File: config.mk
export PLATFORM = sky130hd
export DESIGN_NAME = controlador_display_7seg
export DESIGN_NICKNAME = d
export VERILOG_FILES = /design/src/rtl/controlador_display_7seg.sv
export SDC_FILE = /design/constraint.sdc
export NUM_CORES = 1
export LEC_CHECK = 0
export BUFFER_PORTS_ARGS = -buffer_cell sky130_fd_sc_hd__buf_2
export CAP_MARGIN = 25
export CELL_PAD_IN_SITES_DETAIL_PLACEMENT = 0
export CELL_PAD_IN_SITES_GLOBAL_PLACEMENT = 2
export CORE_MARGIN = 4
export CORE_UTILIZATION = 35
export CTS_CLUSTER_SIZE = 16
export DETAILED_ROUTE_END_ITERATION = 8
export MAX_ROUTING_LAYER = met4
export PLACE_DENSITY = 0.75
export SLEW_MARGIN = 40
export SYNTH_ARGS = -nofsm -noshare
export SYNTH_HDL_FRONTEND = slang
export SYNTH_SLANG_ARGS = --single-unit
File: constraint.sdc
create_clock -name clk -period 3.3 [get_ports clk]
set_clock_uncertainty 0.05 [all_clocks]
set_input_delay 0.66 -clock clk [delete_from_list [all_inputs] [get_ports clk]]
set_output_delay 0.66 -clock clk [all_outputs]
set_load 0.01 [all_outputs]
File: src/rtl/controlador_display_7seg.sv
// 4-digit common-anode multiplexed 7-segment driver fed from a packed BCD word.
// The design has a refresh prescaler, a digit scan counter, and frame-synchronous
// double buffering. It also has guard blanking, optional leading-zero blanking,
// and registered outputs.
module controlador_display_7seg #(
    parameter int unsigned DIV      = 50000,
    parameter int unsigned GUARD    = 2,
    parameter int unsigned BLANK_LZ = 1
) (
    input  logic        clk,
    input  logic        rst_n,
    input  logic [15:0] bcd,
    input  logic        load,
    input  logic [3:0]  dp_mask,
    output logic [6:0]  seg,
    output logic        dp,
    output logic [3:0]  an
);

    localparam int unsigned CW      = (DIV > 2) ? $clog2(DIV) : 1;
    localparam logic [CW-1:0] CNT_MAX = CW'(DIV - 1);
    localparam logic [CW-1:0] GUARD_C = CW'(GUARD);

    logic [CW-1:0] cnt;
    logic [1:0]    idx;
    logic [15:0]   shadow;
    logic [15:0]   disp;

    logic          tick_c;
    logic          frame_end_c;
    logic          guard_c;
    logic [3:0]    digit_c;
    logic [3:0]    lz_blank_c;
    logic [6:0]    seg_nxt_c;
    logic          dp_nxt_c;
    logic [3:0]    an_nxt_c;

    // Active-low segment pattern (g..a) for one digit; values above 9 show a dash.
    function automatic logic [6:0] decode(input logic [3:0] d);
        logic [6:0] s;
        case (d)
            4'd0:    s = 7'b1000000;
            4'd1:    s = 7'b1111001;
            4'd2:    s = 7'b0100100;
            4'd3:    s = 7'b0110000;
            4'd4:    s = 7'b0011001;
            4'd5:    s = 7'b0010010;
            4'd6:    s = 7'b0000010;
            4'd7:    s = 7'b1111000;
            4'd8:    s = 7'b0000000;
            4'd9:    s = 7'b0010000;
            default: s = 7'b0111111;
        endcase
        return s;
    endfunction

    assign tick_c      = (cnt == CNT_MAX);
    assign frame_end_c = tick_c && (idx == 2'd3);
    assign guard_c     = (cnt < GUARD_C);
    assign digit_c     = disp[{idx, 2'b00} +: 4];

    // Leading-zero mask: a digit blanks when it and every higher digit are zero.
    always_comb begin
        lz_blank_c = 4'b0000;
        if (BLANK_LZ != 0) begin
            lz_blank_c[3] = (disp[15:12] == 4'd0);
            lz_blank_c[2] = lz_blank_c[3] && (disp[11:8] == 4'd0);
            lz_blank_c[1] = lz_blank_c[2] && (disp[7:4] == 4'd0);
        end
    end

    // Next output values from the current scan state.
    always_comb begin
        seg_nxt_c = 7'b1111111;
        dp_nxt_c  = 1'b1;
        an_nxt_c  = 4'b1111;
        if (!guard_c && !lz_blank_c[idx]) begin
            seg_nxt_c = decode(digit_c);
            dp_nxt_c  = ~dp_mask[idx];
            an_nxt_c  = ~(4'b0001 << idx);
        end
    end

    // Prescaler, scan index, capture buffer and frame-synchronous display buffer.
    always_ff @(posedge clk) begin
        if (!rst_n) begin
            cnt    <= '0;
            idx    <= 2'd0;
            shadow <= 16'h0000;
            disp   <= 16'h0000;
        end else begin
            cnt <= tick_c ? '0 : cnt + CW'(1);
            if (tick_c) begin
                idx <= idx + 2'd1;
            end
            if (load) begin
                shadow <= bcd;
            end
            if (frame_end_c) begin
                disp <= load ? bcd : shadow;
            end
        end
    end

    // Registered segment, decimal point and anode drivers.
    always_ff @(posedge clk) begin
        if (!rst_n) begin
            seg <= 7'b1111111;
            dp  <= 1'b1;
            an  <= 4'b1111;
        end else begin
            seg <= seg_nxt_c;
            dp  <= dp_nxt_c;
            an  <= an_nxt_c;
        end
    end

endmodule

### Word level (Yosys, flattened, before mapping)

Memory sizes are Yosys's and may differ from the RTL's. A register that Yosys moved wholly into a read port is not among the register bits.
Cells that the tools add are included.
Widths: inputs -> output; s select.

* register bits after elaboration: 55
* ROM bits: 112
* logic and storage cells: 35
* memories kept: 1

Memory list
* (no name shown): depth 16, bits a word 7, rd ports 1, clocked after Yosys merged registers in 1, write ports 0, RTL line 41 `case (d)`

* add/sub/neg operators: 2
* magnitude comparators: 2
* equal/unequal tests: 2
* shifts and indexed selects: 2
* multiplexer cells: 5
* bitwise logic cells: 3
* reductions and logical operators: 12

Operators by type and width (number)
* $add 16x1->16 const B: 1
* $eq 16x16->1 const B: 1
* $lt 16x2->1 const B: 1
* $mux 16: 1
* $shiftx 16x5->4: 1
* $logic_not 4->1: 3
* $bmux 1 s2: 2
* $logic_and 1x1->1: 4
* $not 4->4: 1
* $shl 1x2->4 const A: 1
* $logic_not 1->1: 3
* $lt 2x3->1 const B: 1
* $add 2x1->2 const B: 1
* $eq 2x2->1 const B: 1
* $mux 1: 2
* $not 1->1: 2
* $reduce_and 2->1: 1
* $reduce_or 2->1: 1

### Logic depth before layout (Yosys ltp)

* depth after elaboration: 9
* depth in mapped cells: 7
* depth with buffers taken out: 6

### Worst setup path before layout

Ideal clock, no wire load.

* path type: register to register
* start point: register idx[1]
* end point: register seg[3]
* library setup time: 0.065 ns
* data arrival time: 2.007 ns
* data required time: 3.185 ns
* setup slack: 1.178 ns
* stages on the path, launching flop included: 8
* path buffers: 1
* period minus slack after synthesis: 2.122 ns
* cells stage by stage: dfxtp_1 buf_2 mux4_2 inv_1 ha_1 nand2_1 or3b_2 nand3_1

* longest elaborated chain between the ends: 6

Ends and longest elaborated chain
* from (decl): RTL line 25 `logic [1:0] idx;`
* from (signal assigned): RTL line 94 `idx <= idx + 2'd1;`
* $bmux 1 s2: RTL line 77 `if (!guard_c && !lz_blank_c[idx]) begin`
* $mux 1 (not written as such): RTL line 77
* $logic_not 1->1: RTL line 77
* $logic_and 1x1->1: RTL line 77
* $reduce_and 2->1 (no line)
* $logic_not 1->1 (no line)
* to (decl): RTL line 15 `output logic [6:0] seg,`

Parallel ways exist; a longest one is shown, timed or not. The select of a mux whose other input is x is not followed.
A chain may end at the register's enable or synchronous reset.

### Worst setup path after layout

Same ends and word-level chain as after synthesis.

==> impl_metrics.ini <==
[outcome]
status = finished clean

[synthesis]
yosys_warnings = 0
syn_nets = 301
synth_cell_types = 35
syn-cell-area_um2 = 2703
synth-seq-cells = 62
synth_top_area_cell = dfxtp_1
yosys.area.top_type_share_pct = 45.93
yosys-top-cells-area = dfxtp_1, mux2i_1, mux2_2, nor2_1, ha_1
ys_seq_area_share_pct = 45.93
syn_avg_cell_area_um2 = 10.08
synthCells = 268

[cells_and_area]
drive_gt1_share_pct = 25.25
nNetsFinal = 333
area_delta_synth_final_pct = 17.45
n_antenna_cell = 0

[clock_network]
clockBufferDepth = 2
cts.clk_slew.worst_paths_ns = 0.06
cts-resized-gates = 0
post_cts_buffers = 0
cts_htree_levels = 3
worstSkewPairLatency_ns = 0.34
root_buffer = clkbuf_8
ctsHoldBuffers = 0
numClockSinks = 62
numCtsBuffers = 9
cts_tree = done

[min_path]
hp-start = cnt[0]$_SDFF_PP0_
hold_path.class = register to register
hold_end = cnt[0]$_SDFF_PP0_
hold_depth = 1

[timing]
slew_viol_final = 0
holdWs_ns = 0.4053
finalCritPeriodShare_pct = 70.48
rsz0062_at_grt = false
maxSlewHeadroom_pct = 63.67
finalHoldViolations = 0
max_freq_mhz = 430.0
min_period_ns = 2.326
tightest_slew_ns = 0.5393
tns_ns = 0
finalSetupViolations = 0

[critical_path]
worstPathArrival_ns = 2.55
end_kind = register
rrSetupSlack_ns = 0.97
crit_fanout = 10
crit_type = register to register
crit_chain = mux4_2 -> inv_1 -> ha_1 -> nand2_1 -> or3b_2 -> nand3_1
start_kind = register
critPathSlowestCell = dfxtp_1
r2r_end = seg[3]$_SDFF_PN1_
slowest_delay_ns = 0.61
required_ns = 3.52
crit_path_start = idx[1]$_SDFFE_PN0P_
rr_worst_depth = 6
r2r-start = idx[1]$_SDFFE_PN0P_
cp_top_family = flip-flops
path_buf_inv = 1

[power]
p_seq_share_pct = 47.9
powerDensity_nw_per_um2 = 512.1
p_clk_share_pct = 47.2
ir_worst_vdd_mv = 0.1635
p_int_mw = 1.293
pwr-share-comb_pct = 4.8
p_sw_mw = 0.3325
swShare_pct = 20.45
leakagePower_nw = 1.322

[global_routing]
grt_pass1_vias = 1906
grt_overflow = 0
grt_pass1_wl_um = 9170
grt.total_usage_pct = 13.61
antenna_found_initial = 0
grt_start_max_net_pins = 20

[route]
drt_iter0_drc = 33
dr.pass1.iters = 4
ant_nets = 0
routed_wl_um = 5411
vias = 1944
vias_per_cell = 4.812
wl_per_cell_um = 13.39
drc = 0

[place]
routabilityCongestion = 0.8054
numPortBuffers = 34
hpwlAfterDp_um = 3886

[run]
cap_violations = 0

[floorplan]
chipWidth_um = 95.88
row_count = 31
dieArea_um2 = 9192
ios = 35
initial_core_util_pct = 36.67
core_um2 = 7370
fp.dieH_um = 95.88
[synthesized netlist by cell type]
cell type	count
dfxtp_1	62
nor2_1	34
mux2i_1	18
and2_1	16
mux2_2	16
nand3_1	14
nand2_1	12
clkbuf_1	10
ha_1	10
xor2_1	10
inv_1	9
o21ai_0	7
or4_1	6
a21oi_1	5
mux4_2	5
nand4_1	4
nor3_1	4
and3_1	3
buf_2	3
and4_1	2
or3_1	2
or4_4	2
xnor2_1	2
a2111oi_0	1
a211oi_1	1
and4_2	1
buf_6	1
clkinv_1	1
nand3_2	1
nor4_1	1
o21ai_4	1
o311ai_0	1
o31ai_1	1
o41ai_1	1
or3b_2	1
[through the flow]
stage               setup slack, ns  std cells  instance area [um2]  total power [mW]  util, %
floorplan                     1.178        268                 2703            0.8446        -
global placement              1.018        388                 2940            0.8773    39.90
detailed placement           0.9606        388                 2940            0.8777    39.90
CTS                          0.9456        404                 3174             1.654    43.07
global route                 0.7794        404                 3174             1.700    43.07
finish                       0.9742        404                 3174             1.626    43.07
[power by group through the flow]
| stage | Combinational, mW | Sequential [mW] | Clock (mW) |
|---|---|---|---|
| after floorplan | 0.0451 | 0.799 | 0 |
| after global placement | 0.0817 | 0.796 | 0 |
| after detailed placement | 0.0820 | 0.796 | 0 |
| after CTS | 0.0820 | 0.779 | 0.793 |
| after global routing | 0.0893 | 0.780 | 0.830 |
| final | 0.0788 | 0.779 | 0.768 |
[cells in the final DEF (no fill, tap or decap), types with 2 or more instances in the layout]
cell / n
buf_2: 34
a21oi_1: 5
o21ai_0: 7
clkbuf_8: 12
nor3_1: 4
nand2_1: 12
nand4_1: 4
or3_1: 2
mux2i_1: 18
nor2_1: 34
inv_1: 9
and4_1: 2
bufinv_16: 2
mux2_2: 16
and3_1: 3
ha_1: 10
or4_4: 2
and2_1: 16
mux4_2: 5
or4_1: 6
dfxtp_1: 62
xnor2_1: 2
xor2_1: 10
nand3_1: 14
[routing by layer]
metal | track usage, % | routed length [um] | vias to the layer above
li1 | - | - | 991
met1 | 16.28 | 2552 | 915
met2 | 20.79 | 2570 | 30
met3 | 4.613 | 201 | 8
met4 | 6.043 | 88 | 0
met5 | - | 0 | -
[logic make-up after synthesis]
family	after synthesis	share of synthesized area (%)
simple gates	103	19.95
buf+inv	24	3.750
fa+ha+maj	10	4.630
flops	62	45.93
compound gates	18	4.352
xor+xnor	12	3.889
mux	39	17.50
[how the worst max path moves through the flow]
| stage | end | cells past startpoint |
|---|---|---|
| 2_1_floorplan | seg[3]$_SDFF_PN1_ | 7 |
| 3_3_place_gp | seg[3]$_SDFF_PN1_ | 6 |
| 3_5_place_dp | seg[3]$_SDFF_PN1_ | 6 |
| 4_1_cts | seg[3]$_SDFF_PN1_ | 6 |
| 5_1_grt | seg[4]$_SDFF_PN1_ | 6 |
| 6_report | seg[3]$_SDFF_PN1_ | 6 |
[state kept, by name, summed over array words and instances (netlist names)]
register,cells
shadow,16
cnt,16
idx,2
disp,16
dp,1
an,4
seg,7
[area by class of cell]
cell class                 count  area (um2)
timing repair buffer          35       177.7
tap                           99       123.9
multi-input combinational    182        1360
clock inverter                 3       65.06
inverter                      10       37.54
clock buffer                  13       168.9
sequential                    62        1241
fill                         752        4195
Power figures use the tool's default switching activity.
